**config.mk**
```make
export PLATFORM = sky130hd
export DESIGN_NAME = brew_sequencer
export DESIGN_NICKNAME = d
export VERILOG_FILES = /design/src/rtl/brew_sequencer_pkg.sv /design/src/rtl/brew_timer.sv /design/src/rtl/brew_sequencer.sv
export SDC_FILE = /design/constraint.sdc
export NUM_CORES = 1
export LEC_CHECK = 0
export BUFFER_PORTS_ARGS = -buffer_cell sky130_fd_sc_hd__buf_2
export CORE_MARGIN = 3
export CORE_UTILIZATION = 45
export CTS_BUF_LIST = sky130_fd_sc_hd__clkbuf_8
export CTS_CLUSTER_DIAMETER = 30
export CTS_CLUSTER_SIZE = 12
export DETAILED_ROUTE_END_ITERATION = 12
export GPL_TIMING_DRIVEN = 0
export HOLD_SLACK_MARGIN = 0.05
export SYNTH_ARGS = -nofsm -noshare
export SYNTH_HDL_FRONTEND = slang
export SYNTH_SLANG_ARGS = --single-unit
```
**constraint.sdc**
```tcl
create_clock -name clk -period 3.6 [get_ports clk]
set_input_delay 0.72 -clock clk [delete_from_list [all_inputs] [get_ports clk]]
set_output_delay 0.72 -clock clk [all_outputs]
set_load 0.005 [all_outputs]
```
**src/rtl/brew_sequencer_pkg.sv**
```systemverilog
//------------------------------------------------------------------------------
// brew_sequencer_pkg
//   Shared definitions for the brew sequencer: state encodings, fault codes
//   and a sensor-priority helper used wherever cup/water are both checked.
// Revision: 1.0  initial release
//------------------------------------------------------------------------------
`default_nettype none

package brew_sequencer_pkg;

  // 3-bit brew state encoding, also used by the coffee FSM side.
  typedef enum logic [2:0] {
    ST_IDLE  = 3'd0,
    ST_CHECK = 3'd1,
    ST_GRIND = 3'd2,
    ST_HEAT  = 3'd3,
    ST_POUR  = 3'd4,
    ST_DONE  = 3'd5,
    ST_FAULT = 3'd6
  } brew_state_t;

  localparam logic [1:0] FAULT_NONE     = 2'd0;
  localparam logic [1:0] FAULT_NO_CUP   = 2'd1;
  localparam logic [1:0] FAULT_NO_WATER = 2'd2;
  localparam logic [1:0] FAULT_HEAT_TO  = 2'd3;

  // A missing cup outranks low water when both are bad at once.
  function automatic logic [1:0] sensor_fault(input logic cup_present,
                                              input logic water_ok);
    if (!cup_present) begin
      return FAULT_NO_CUP;
    end else if (!water_ok) begin
      return FAULT_NO_WATER;
    end
    return FAULT_NONE;
  endfunction

endpackage

`default_nettype wire

```
**src/rtl/brew_timer.sv**
```systemverilog
//------------------------------------------------------------------------------
// brew_timer
//   Loadable down-counter used to time each brew stage.
//   Ports:
//     clk, reset_n   clock, asynchronous active-low reset
//     i_load         load i_load_val (wins over i_dec)
//     i_load_val     value to load
//     i_dec          decrement by one, saturating at zero
//     o_zero         counter currently equals zero
// Revision: 1.0  initial release
//------------------------------------------------------------------------------
`default_nettype none

module brew_timer #(
  parameter int unsigned TIMER_W = 32
) (
  input  logic               clk,
  input  logic               reset_n,
  input  logic               i_load,
  input  logic [TIMER_W-1:0] i_load_val,
  input  logic               i_dec,
  output logic               o_zero
);

  logic [TIMER_W-1:0] r_count;

  always_ff @(posedge clk or negedge reset_n) begin
    if (!reset_n) begin
      r_count <= '0;
    end else if (i_load) begin
      r_count <= i_load_val;
    end else if (i_dec && (r_count != '0)) begin
      r_count <= r_count - TIMER_W'(1);
    end
  end

  assign o_zero = (r_count == '0);

endmodule

`default_nettype wire

```
**src/rtl/brew_sequencer.sv**
```systemverilog
//------------------------------------------------------------------------------
// brew_sequencer
//   Runs grind -> heat -> pour once the coffee FSM raises coffee_make, then
//   returns a one-cycle coffee_out pulse. Sensor faults are latched and hold
//   every actuator off until acknowledged with coffee_make released.
//   Ports:
//     clk, reset_n     clock, asynchronous active-low reset
//     coffee_make      brew request level (rising edge starts a brew)
//     cup_present      cup sensor
//     water_ok         water-level sensor
//     temp_ok          boiler-at-temperature sensor
//     fault_clr        fault acknowledge
//     grinder_on       grinder drive
//     heater_on        heater drive
//     pump_on          pump drive
//     coffee_out       one-cycle brew-complete pulse
//     busy             state is not IDLE
//     fault            state is FAULT
//     fault_code       0 none, 1 no cup, 2 no water, 3 heat timeout
// Revision: 1.0  initial release
//------------------------------------------------------------------------------
`default_nettype none

module brew_sequencer #(
  parameter int unsigned GRIND_CYC    = 4,
  parameter int unsigned PUMP_CYC     = 8,
  parameter int unsigned HEAT_TIMEOUT = 16,
  parameter int unsigned TIMER_W      = 32
) (
  input  logic       clk,
  input  logic       reset_n,
  input  logic       coffee_make,
  input  logic       cup_present,
  input  logic       water_ok,
  input  logic       temp_ok,
  input  logic       fault_clr,
  output logic       grinder_on,
  output logic       heater_on,
  output logic       pump_on,
  output logic       coffee_out,
  output logic       busy,
  output logic       fault,
  output logic [1:0] fault_code
);

  import brew_sequencer_pkg::*;

  // Stage timers count down to zero, so each loads its duration minus one.
  localparam logic [TIMER_W-1:0] c_grind_load = TIMER_W'(GRIND_CYC - 1);
  localparam logic [TIMER_W-1:0] c_heat_load  = TIMER_W'(HEAT_TIMEOUT - 1);
  localparam logic [TIMER_W-1:0] c_pump_load  = TIMER_W'(PUMP_CYC - 1);

  brew_state_t        r_state;
  brew_state_t        w_state_nxt;
  logic [1:0]         r_fault_code;
  logic [1:0]         w_fault_code_nxt;
  logic               r_coffee_make_d;
  logic               w_start;
  logic [1:0]         w_sensor_fault;
  logic               w_tmr_load;
  logic [TIMER_W-1:0] w_tmr_load_val;
  logic               w_tmr_dec;
  logic               w_tmr_zero;

  // Delay register resets high: a request already held across reset release
  // must not be mistaken for a fresh rising edge.
  assign w_start        = coffee_make & ~r_coffee_make_d;
  assign w_sensor_fault = sensor_fault(cup_present, water_ok);

  brew_timer #(
    .TIMER_W    (TIMER_W)
  ) u_timer (
    .clk        (clk),
    .reset_n    (reset_n),
    .i_load     (w_tmr_load),
    .i_load_val (w_tmr_load_val),
    .i_dec      (w_tmr_dec),
    .o_zero     (w_tmr_zero)
  );

  always_ff @(posedge clk or negedge reset_n) begin
    if (!reset_n) begin
      r_state         <= ST_IDLE;
      r_fault_code    <= FAULT_NONE;
      r_coffee_make_d <= 1'b1;
    end else begin
      r_state         <= w_state_nxt;
      r_fault_code    <= w_fault_code_nxt;
      r_coffee_make_d <= coffee_make;
    end
  end

  // In every active stage, a dropped request is checked first so an abort
  // always wins over faults, timeouts and stage completion.
  always_comb begin
    w_state_nxt      = r_state;
    w_fault_code_nxt = r_fault_code;
    w_tmr_load       = 1'b0;
    w_tmr_load_val   = '0;
    w_tmr_dec        = 1'b0;

    case (r_state)
      ST_IDLE: begin
        if (w_start) begin
          w_state_nxt = ST_CHECK;
        end
      end

      ST_CHECK: begin
        if (!coffee_make) begin
          w_state_nxt = ST_IDLE;
        end else if (w_sensor_fault != FAULT_NONE) begin
          w_state_nxt      = ST_FAULT;
          w_fault_code_nxt = w_sensor_fault;
        end else begin
          w_state_nxt    = ST_GRIND;
          w_tmr_load     = 1'b1;
          w_tmr_load_val = c_grind_load;
        end
      end

      ST_GRIND: begin
        if (!coffee_make) begin
          w_state_nxt = ST_IDLE;
        end else if (w_tmr_zero) begin
          w_state_nxt    = ST_HEAT;
          w_tmr_load     = 1'b1;
          w_tmr_load_val = c_heat_load;
        end else begin
          w_tmr_dec = 1'b1;
        end
      end

      ST_HEAT: begin
        // Reaching temperature on the last allowed cycle still counts.
        if (!coffee_make) begin
          w_state_nxt = ST_IDLE;
        end else if (temp_ok) begin
          w_state_nxt    = ST_POUR;
          w_tmr_load     = 1'b1;
          w_tmr_load_val = c_pump_load;
        end else if (w_tmr_zero) begin
          w_state_nxt      = ST_FAULT;
          w_fault_code_nxt = FAULT_HEAT_TO;
        end else begin
          w_tmr_dec = 1'b1;
        end
      end

      ST_POUR: begin
        if (!coffee_make) begin
          w_state_nxt = ST_IDLE;
        end else if (w_sensor_fault != FAULT_NONE) begin
          w_state_nxt      = ST_FAULT;
          w_fault_code_nxt = w_sensor_fault;
        end else if (w_tmr_zero) begin
          w_state_nxt = ST_DONE;
        end else begin
          w_tmr_dec = 1'b1;
        end
      end

      ST_DONE: begin
        w_state_nxt = ST_IDLE;
      end

      ST_FAULT: begin
        // Leaving needs the request withdrawn too, so an acknowledged fault
        // cannot immediately relaunch a brew on a stale request.
        if (fault_clr && !coffee_make) begin
          w_state_nxt      = ST_IDLE;
          w_fault_code_nxt = FAULT_NONE;
        end
      end

      default: begin
        w_state_nxt      = ST_IDLE;
        w_fault_code_nxt = FAULT_NONE;
      end
    endcase
  end

  // Outputs depend only on registered state, never directly on inputs.
  assign grinder_on = (r_state == ST_GRIND);
  assign heater_on  = (r_state == ST_HEAT) || (r_state == ST_POUR);
  assign pump_on    = (r_state == ST_POUR);
  assign coffee_out = (r_state == ST_DONE);
  assign busy       = (r_state != ST_IDLE);
  assign fault      = (r_state == ST_FAULT);
  assign fault_code = r_fault_code;

endmodule

`default_nettype wire

```
==> results of run 1 <==
-- routing by layer --
layer  routed length (microns)  vias up  GRT usage [%]  part of all wire [%]
met3                       190        9           3.40                   3.3
met5                         0        -              0                     0
met1                      2800     1081           27.0                    48
met2                      2760       40           32.3                    47
li1                          -     1093              -                     -
met4                        81        0           6.01                   1.4
-- cell families (layout without fill, tap and decap cells) --
family          after synthesis  after routing
fa+ha+maj                     2              2
buf+inv                      25             47
xor+xnor                      1              1
compound gates               83             83
mux                           4              4
flops                        38             38
simple gates                119            119
-- state kept, by name, summed over array words and instances (netlist names) --
signal and count:
fault_code 2, r_coffee_make_d 1, r_state 3, u_timer.r_count 32
-- report_power, final --
part / internal, uW / switching (uW)
clock network: 204 / 161
logic: 655 / 1060
registers: 599 / 186
total: 1460 / 1410
-- synthesized netlist by cell type (2+ instances only) --
| library cell | number |
|---|---|
| or4b_2 | 6 |
| or2_2 | 4 |
| nor4_1 | 4 |
| ha_1 | 2 |
| nand4_1 | 3 |
| and3_1 | 4 |
| nand2b_1 | 3 |
| buf_2 | 7 |
| inv_1 | 7 |
| o21ai_0 | 11 |
| mux2_2 | 2 |
| clkbuf_1 | 9 |
| o31ai_1 | 16 |
| nand2_1 | 16 |
| nor2b_1 | 2 |
| nor3_1 | 9 |
| or4b_1 | 2 |
| nand3_1 | 6 |
| o41ai_1 | 7 |
| or4_4 | 2 |
| a21oi_1 | 39 |
| nor2_1 | 19 |
| o311a_1 | 2 |
| dfrtp_1 | 37 |
| or4_1 | 17 |
| or3_1 | 14 |
-- worst paths after layout --
check | endpoint | start | slack (ns)
min reg2reg | fault_code[0] | fault_code[0] | 0.51
max reg2reg | u_timer.r_count[22] | u_timer.r_count[0] | 0.75
min | fault_code[0] | fault_code[0] | 0.51
min in group asynchronous | u_timer.r_count[29] | reset_n | 0.54
max in group asynchronous | u_timer.r_count[17] | reset_n | 2.51
max | u_timer.r_count[21] | coffee_make | 0.68
-- area by class of cell --
cell class                 count  area [sq um]
fill                         480          2270
multi-input combinational    209          1340
sequential                    38           952
buffer                        18          87.6
tap                           67          83.8
timing repair buffer          14          70.1
clock buffer                   5          68.8
clock inverter                 3          41.3
inverter                       7          26.3
-- stage by stage --
step	cells	setup WS (ns)	power, uW	hold WS (ns)	cell area, sq um
2_1_floorplan	272	0.957	2070	0.424	2410
3_3_place_gp	353	0.389	2490	0.494	2560
3_5_place_dp	353	0.364	2500	0.498	2560
4_1_cts	361	0.684	2880	0.519	2670
5_1_grt	361	0.450	3170	0.525	2670
6_report	361	0.677	2870	0.514	2670
-- critical path, cell delays in order --
cell and delay (ns):
buf_2 0.09, clkbuf_1 0.33, nor2b_1 0.29, a22o_1 0.17
buf_2 0.23, nand3_1 0.22, clkbuf_1 0.30, or4b_2 0.64
a21oi_1 0.14
==> flow_summary.json, run 1 <==
{
  "cts_made_buffers": 5,
  "synth_top_area_share_pct": 38.5,
  "finalCritPeriodShare_pct": 81.2,
  "row_count": 25,
  "postCtsSetupBuffers": 0,
  "die_y_microns": 79.1,
  "area.growth.synth_to_final_pct": 11.0,
  "worstHoldPathCells": 1,
  "ys_seq_area_share_pct": 39.6,
  "cts_tree": "yes",
  "die_w_microns": 79.1,
  "ys.flop_type": "dfrtp_1",
  "n_antenna_cell": 0,
  "die_area_sq_um": 6260,
  "leakage_uw": 0.00120,
  "cts-root-buf": "clkbuf_8",
  "maxClockFrequency_ghz": 0.342,
  "drc_errors": 0,
  "htree_levels": 2,
  "nNetsFinal": 302,
  "clkLatencyLatePin_ns": 0.30,
  "drv_cap": 0,
  "numClockSinks": 38,
  "drt_iter0_markers": 192,
  "async_flop_share_pct": 100,
  "worstPathRequired_ns": 3.82,
  "grt-ovfl-total": 0,
  "start_kind": "input port",
  "finalHoldViolations": 0,
  "min_period_ns": 2.92,
  "synth_fp_nets": 281,
  "layout_commonest_cell": "a21oi_1",
  "postSynthCellCount": 272,
  "grt_max_degree": 39,
  "detail_route.vias_per_cell": 6.16,
  "synthAdderAreaFrac_pct": 1.04,
  "clkTransAtPathRegs_ns": 0.08,
  "clock_path_buffers": 2,
  "antenna_found_initial": 0,
  "synth-edff-count": 0,
  "routabilityCongestion": 0.807,
  "vias": 2223,
  "cts_resized": 0,
  "drtPass1Iterations": 4,
  "synth-xor-area-share_pct": 0.364,
  "wirelength_microns": 5830,
  "finalSetupViolations": 0,
  "post-route-util_pct": 54.0,
  "ctsHoldBuffers": 0,
  "drive_gt1_share_pct": 16.3,
  "pin_count": 15,
  "worstSetupEndpointType": "flip-flop",
  "crit_fanout": 10,
  "grt_use_total_pct": 19.9,
  "final_cell_mix": "39 x a21oi_1, 37 x dfrtp_1, 21 x buf_2",
  "tightest_slew_ns": 0.883,
  "netlist_area_sq_um": 2410,
  "synth_top_family_by_area": "simple AND/OR/NAND/NOR gates",
  "peakVddDrop_v": 0.000681,
  "synthTopCellsByArea": "dfrtp_1 38%, a21oi_1 8.1%, or4_1 5.3%",
  "synth.largest_area_cell": "dfrtp_1",
  "syn_avg_cell_area_sq_um": 8.85,
  "drv_slew": 0,
  "yosysUniqueCellTypes": 48,
  "synth_compound_area_share_pct": 21.9,
  "io_buffers": 14,
  "outcome": "complete, no violations",
  "setup_tns_ns": 0,
  "path_class": "input port to flip-flop",
  "synth_seq_cells": 38,
  "relSlewSlack_pct": 41.2,
  "rsz0062_at_grt": "false",
  "powerDensity_nw_per_um2": 1080,
  "detail-route-antenna-nets": 0,
  "critPathArrivalTime_ns": 3.14,
  "skew_ns": 0.0102,
  "hold_class": "flip-flop to flip-flop",
  "routedWlPerCell_microns": 16.1,
  "ys_warn_count": 0,
  "grt_pass1_wl_microns": 10000,
  "synthMuxAreaShare_pct": 1.82,
  "synthSimpleGateAreaFrac_pct": 30.5,
  "grt_pass1_vias": 2057,
  "fp.coreArea_sq_um": 4940,
  "ff2ff_path_depth": 9,
  "hpwlAfterDp_microns": 4040,
  "initial_core_util_pct": 48.7
}
No activity file was read; power rests on OpenSTA's default activity.
==> run 2: changes to the inputs <==
==> constraint.sdc (replaced) <==
create_clock -name clk -period 2.9 [get_ports clk]
set_input_delay 0.58 -clock clk [delete_from_list [all_inputs] [get_ports clk]]
set_output_delay 0.58 -clock clk [all_outputs]
set_load 0.005 [all_outputs]
==> run 2 against run 1 <==
Net effect:
- hold slack lost 0.12 ns
- die area is the same
- sequential power grew 24%
- combinational power grew 33%
- sequential share of layout area shrank 0.40 points
- critical endpoint is now r_state[0]
==> flow_summary.json, run 2 (same netlist as run 1, synthesis figures left out) <==
{
  "outcome": "complete, no violations",
  "drt_iter0_markers": 229,
  "vias": 2220,
  "comb_power_share_pct": 61.6,
  "critPathArrivalTime_ns": 2.95,
  "clkTransAtPathRegs_ns": 0.08,
  "crit_family": "simple AND/OR/NAND/NOR gates",
  "preCtsSetupSlack_ns": -0.196,
  "critPathLaunch": "u_timer.r_count[0]",
  "routedWlPerCell_microns": 16.1,
  "initial_core_util_pct": 48.7,
  "maxClockFrequency_ghz": 0.361,
  "top_register": "u_timer.r_count",
  "routabilityCongestion": 0.807,
  "grt_pass1_wl_microns": 10000,
  "slowest_delay_ns": 0.48,
  "hpwlAfterDp_microns": 4040,
  "cts_tree": "yes",
  "numClockSinks": 38,
  "clock_path_buffers": 2,
  "internal_power_uw": 1940,
  "total_power_uw": 3720,
  "peakVddDrop_v": 0.000863,
  "reg2reg_from": "u_timer.r_count[0]",
  "detail_route.vias_per_cell": 6.13,
  "drc_errors": 0,
  "hold_class": "input port to asynchronous set/reset pin",
  "layout_commonest_cell": "a21oi_1",
  "grt_pass1_vias": 2057,
  "pin_count": 15,
  "wirelength_microns": 5820,
  "path_class": "flip-flop to flip-flop",
  "power_switching_share_pct": 47.9,
  "finalHoldViolations": 0,
  "die_w_microns": 79.1,
  "min_period_ns": 2.77,
  "die_y_microns": 79.1,
  "io_buffers": 14,
  "seq_power_share_pct": 26.2,
  "antenna_found_initial": 0,
  "path_buf_inv": 2,
  "powerDensity_nw_per_um2": 1380,
  "skew_ns": 0.0109,
  "cts_made_buffers": 5,
  "critPathSlowestCell": "or4_4",
  "drv_cap": 0,
  "leakage_uw": 0.00121,
  "fp.coreArea_sq_um": 4940,
  "path_cells": "inv_1 > ha_1 > or4b_1 > or4_4 > or3_1 > buf_6 > a21oi_4 > mux2_1",
  "drv_slew": 0,
  "die_area_sq_um": 6260,
  "setup_tns_ns": 0,
  "n_antenna_cell": 0,
  "relSlewSlack_pct": 41.4,
  "worst_slack_ns": 0.131,
  "nNetsFinal": 303,
  "crit_fanout": 7,
  "area.growth.synth_to_final_pct": 12.2,
  "final_cell_mix": "38 x a21oi_1, 37 x dfrtp_1, 20 x buf_2",
  "drtPass1Iterations": 4,
  "largest_reg_flops": 32,
  "grt_use_total_pct": 19.9,
  "fillers": 477,
  "htree_levels": 2,
  "drive_gt1_share_pct": 18.0,
  "grt_max_degree": 39,
  "grt-ovfl-total": 0,
  "start_kind": "flip-flop",
  "rsz0062_at_grt": "false",
  "worstPathRequired_ns": 3.08,
  "clkLatencyLatePin_ns": 0.30,
  "finalSetupViolations": 0,
  "power.switching_uw": 1780,
  "row_count": 25,
  "tightest_slew_ns": 0.879,
  "cts-root-buf": "clkbuf_8",
  "power_frac_clock_pct": 12.2,
  "detail-route-antenna-nets": 0,
  "finalCritPeriodShare_pct": 95.5,
  "worstSetupEndpointType": "flip-flop"
}
-- run 2: cell count changes in the layout (fill, tap and decap cells not counted), sizes merged --
cell  change
buf       +1
-- run 2: final cells by class --
cell class | instances | area (sq um) | area share (%)
multi-input cells | 209 | 1360 | 50.2
well taps | 67 | 83.8 | 3.10
clock inverters | 3 | 41.3 | 1.53
inverters | 7 | 26.3 | 0.973
plain buffers | 17 | 86.3 | 3.20
clock buffers | 5 | 68.8 | 2.55
repair buffers | 16 | 85.1 | 3.15
flip-flops and latches | 38 | 952 | 35.3
-- run 2: what timing repair did --
action / in CTS / in global routing
setup buffers: 0 / 2
endpoints found under the setup margin: 0 / 24
hold buffers: 0 / 0
gates resized for setup: 0 / 4
-- run 2: power groups by stage --
stage / Clock, uW / Sequential, uW / Combinational (uW)
6_report: 455 / 977 / 2290
5_1_grt: 490 / 1020 / 2580
4_1_cts: 473 / 969 / 2140
3_3_place_gp: 0 / 974 / 2120
3_5_place_dp: 0 / 977 / 2130
2_1_floorplan: 0 / 923 / 1650
-- run 2: worst paths after layout --
check,depth (start not counted),slack (ns),end
setup / recovery,8,0.13,r_state[0]
hold / removal,1,0.39,u_timer.r_count[29]
setup reg to reg,8,0.13,r_state[0]
hold reg to reg,1,0.51,fault_code[0]
max in group asynchronous,1,1.95,u_timer.r_count[17]
min in group clk,1,0.47,r_coffee_make_d
-- run 2: routing by layer --
layer / global-route usage (%) / vias up / routed length (microns)
li1: - / 1092 / -
met5: 0 / - / 0
met3: 3.40 / 9 / 200
met4: 6.01 / 0 / 81
met1: 27.0 / 1081 / 2780
met2: 32.3 / 38 / 2750
-- run 2: per-stage QoR --
step,area [sq um],util [%],std cells,hold slack (ns)
2_1_floorplan,2410,-,272,0.284
3_3_place_gp,2560,51.8,353,0.494
3_5_place_dp,2560,51.8,353,0.498
4_1_cts,2670,54.0,361,0.386
5_1_grt,2700,54.6,362,0.452
6_report,2700,54.6,362,0.394
==> run 3: changes to the inputs <==
--- a/config.mk
+++ b/config.mk
@@ -5,11 +5,11 @@
 export SDC_FILE = /design/constraint.sdc
 export NUM_CORES = 1
 export LEC_CHECK = 0
-export BUFFER_PORTS_ARGS = -buffer_cell sky130_fd_sc_hd__buf_2
+export BUFFER_PORTS_ARGS = -buffer_cell sky130_fd_sc_hd__buf_4
 export CORE_MARGIN = 3
 export CORE_UTILIZATION = 45
 export CTS_BUF_LIST = sky130_fd_sc_hd__clkbuf_8
-export CTS_CLUSTER_DIAMETER = 30
+export CTS_CLUSTER_DIAMETER = 40
 export CTS_CLUSTER_SIZE = 12
 export DETAILED_ROUTE_END_ITERATION = 12
 export GPL_TIMING_DRIVEN = 0
==> run 3 against run 2 <==
Net effect:
- via count is 0.86% lower
- fmax is 0.46% higher
- register-to-register slack hardly changed
- flip-flop and latch count stayed put
- core utilization is 0.86 points higher
==> flow_summary.json, run 3 (same netlist as run 1, synthesis figures left out) <==
{
  "outcome": "complete, no violations",
  "min_period_ns": 2.76,
  "vias": 2201,
  "worstSetupEndpointType": "flip-flop",
  "cts-root-buf": "clkbuf_8",
  "worstPathRequired_ns": 3.08,
  "total_power_uw": 3770,
  "powerDensity_nw_per_um2": 1380,
  "row_count": 25,
  "hpwlAfterDp_microns": 4040,
  "clkTransAtPathRegs_ns": 0.07,
  "htree_levels": 2,
  "comb_power_share_pct": 61.9,
  "grt.busiest_layer": "met2",
  "initial_core_util_pct": 48.7,
  "reg2reg_from": "u_timer.r_count[0]",
  "skew_ns": 0.00618,
  "drv_cap": 0,
  "n_antenna_cell": 0,
  "internal_power_uw": 1990,
  "fillers": 475,
  "clock_path_buffers": 2,
  "ctsHoldBuffers": 0,
  "detail-route-antenna-nets": 0,
  "detail_route.vias_per_cell": 6.08,
  "use_met3_pct": 3.74,
  "post-route-util_pct": 55.5,
  "layout_commonest_cell": "a21oi_1",
  "crit_fanout": 7,
  "peakVddDrop_v": 0.000709,
  "routedWlPerCell_microns": 16.2,
  "hold_class": "input port to asynchronous set/reset pin",
  "rsz0062_at_grt": "false",
  "cts_made_buffers": 5,
  "pin_count": 15,
  "relSlewSlack_pct": 49.3,
  "wirelength_microns": 5850,
  "finalCritPeriodShare_pct": 95.1,
  "numClockSinks": 38,
  "finalSetupViolations": 0,
  "grt_pass1_vias": 2068,
  "antenna_found_initial": 0,
  "grt_use_total_pct": 19.8,
  "drtPass1Iterations": 4,
  "power_frac_clock_pct": 12.2,
  "routabilityCongestion": 0.826,
  "io_buffers": 14,
  "die_y_microns": 79.1,
  "grtUsageMet1_pct": 26.4,
  "die_area_sq_um": 6260,
  "grt_pass1_wl_microns": 9840,
  "grt_max_degree": 39,
  "top_register": "u_timer.r_count",
  "grt-ovfl-total": 0,
  "area.growth.synth_to_final_pct": 14.0,
  "critPathArrivalTime_ns": 2.94,
  "cts_tree": "yes",
  "seq_power_share_pct": 25.9,
  "final_cell_mix": "38 x a21oi_1, 37 x dfrtp_1, 19 x nor2_1",
  "worst_slack_ns": 0.143,
  "clkLatencyLatePin_ns": 0.29,
  "finalHoldViolations": 0,
  "drive_gt1_share_pct": 18.3,
  "preCtsSetupSlack_ns": -0.126,
  "drc_errors": 0,
  "maxClockFrequency_ghz": 0.363,
  "start_kind": "flip-flop",
  "path_class": "flip-flop to flip-flop",
  "use_met2_pct": 32.0,
  "critPathLaunch": "u_timer.r_count[0]",
  "power.switching_uw": 1780,
  "tightest_slew_ns": 0.753,
  "leakage_uw": 0.00122,
  "setup_tns_ns": 0,
  "nNetsFinal": 304,
  "drt_iter0_markers": 141,
  "drv_slew": 0,
  "hold_slack_ns": 0.242,
  "fp.coreArea_sq_um": 4940,
  "die_w_microns": 79.1,
  "power_switching_share_pct": 47.2,
  "largest_reg_flops": 32
}
-- run 3: changes by cell type in the layout (fill, tap and decap cells not counted) --
cell        previous run  this run
clkbuf_8               5         6
clkinvlp_4             1         0
buf_2                 20         7
buf_4                  3        18
inv_1                  8         7
clkbuf_4               1         0
-- run 3: what timing repair did --
action / in CTS / in global routing
gates resized for setup: 0 / 3
buffers inserted: 0 / 3
endpoints found under the setup margin: 0 / 26
-- run 3: critical path: stages (launching register included) --
cell and delay (ns):
dfrtp_1 0.40, inv_1 0.12, ha_1 0.18, or4b_1 0.43
or4_4 0.48, or3_1 0.38, buf_6 0.15, a21oi_4 0.17
mux2_1 0.33
-- run 3: final cells by class --
type                            instances  area [sq um]  share of cell area [%]
Buffer                                 17          83.8                    3.06
Clock buffer                            6          82.6                    3.01
Clock inverter                          1          30.0                    1.09
Inverter                                7          26.3                   0.958
Multi-Input combinational cell        209          1360                    49.5
Sequential cell                        38           952                    34.7
Tap cell                               67          83.8                    3.06
Timing Repair Buffer                   17           128                    4.65
-- run 3: power groups by stage --
stage	Sequential, uW	Combinational (uW)	Clock [uW]
after global placement	973	2150	0
after detailed placement	978	2160	0
after global routing	1020	2620	490
final	977	2340	460
after CTS	970	2170	474
after floorplan	923	1650	0
-- run 3: routing by layer --
layer / wire (microns) / vias up
met3: 211 / 8
met2: 2830 / 47
met1: 2740 / 1054
met5: 0 / -
met4: 68 / 0
li1: - / 1092
-- run 3: per-stage QoR --
stage / cell area, sq um / cells
finish: 2740 / 362
detailed placement: 2590 / 353
global placement: 2590 / 353
floorplan: 2410 / 272
CTS: 2710 / 360
global route: 2740 / 362
-- run 3: worst paths after layout --
path | slack [ns] | endpoint | cells after the start
min in group clk | 0.44 | r_coffee_make_d | 1
max in group asynchronous | 2.31 | r_coffee_make_d | 1
hold / removal | 0.24 | u_timer.r_count[25] | 1
hold reg to reg | 0.52 | fault_code[0] | 1
setup reg to reg | 0.14 | r_state[0] | 8
setup / recovery | 0.14 | r_state[0] | 8
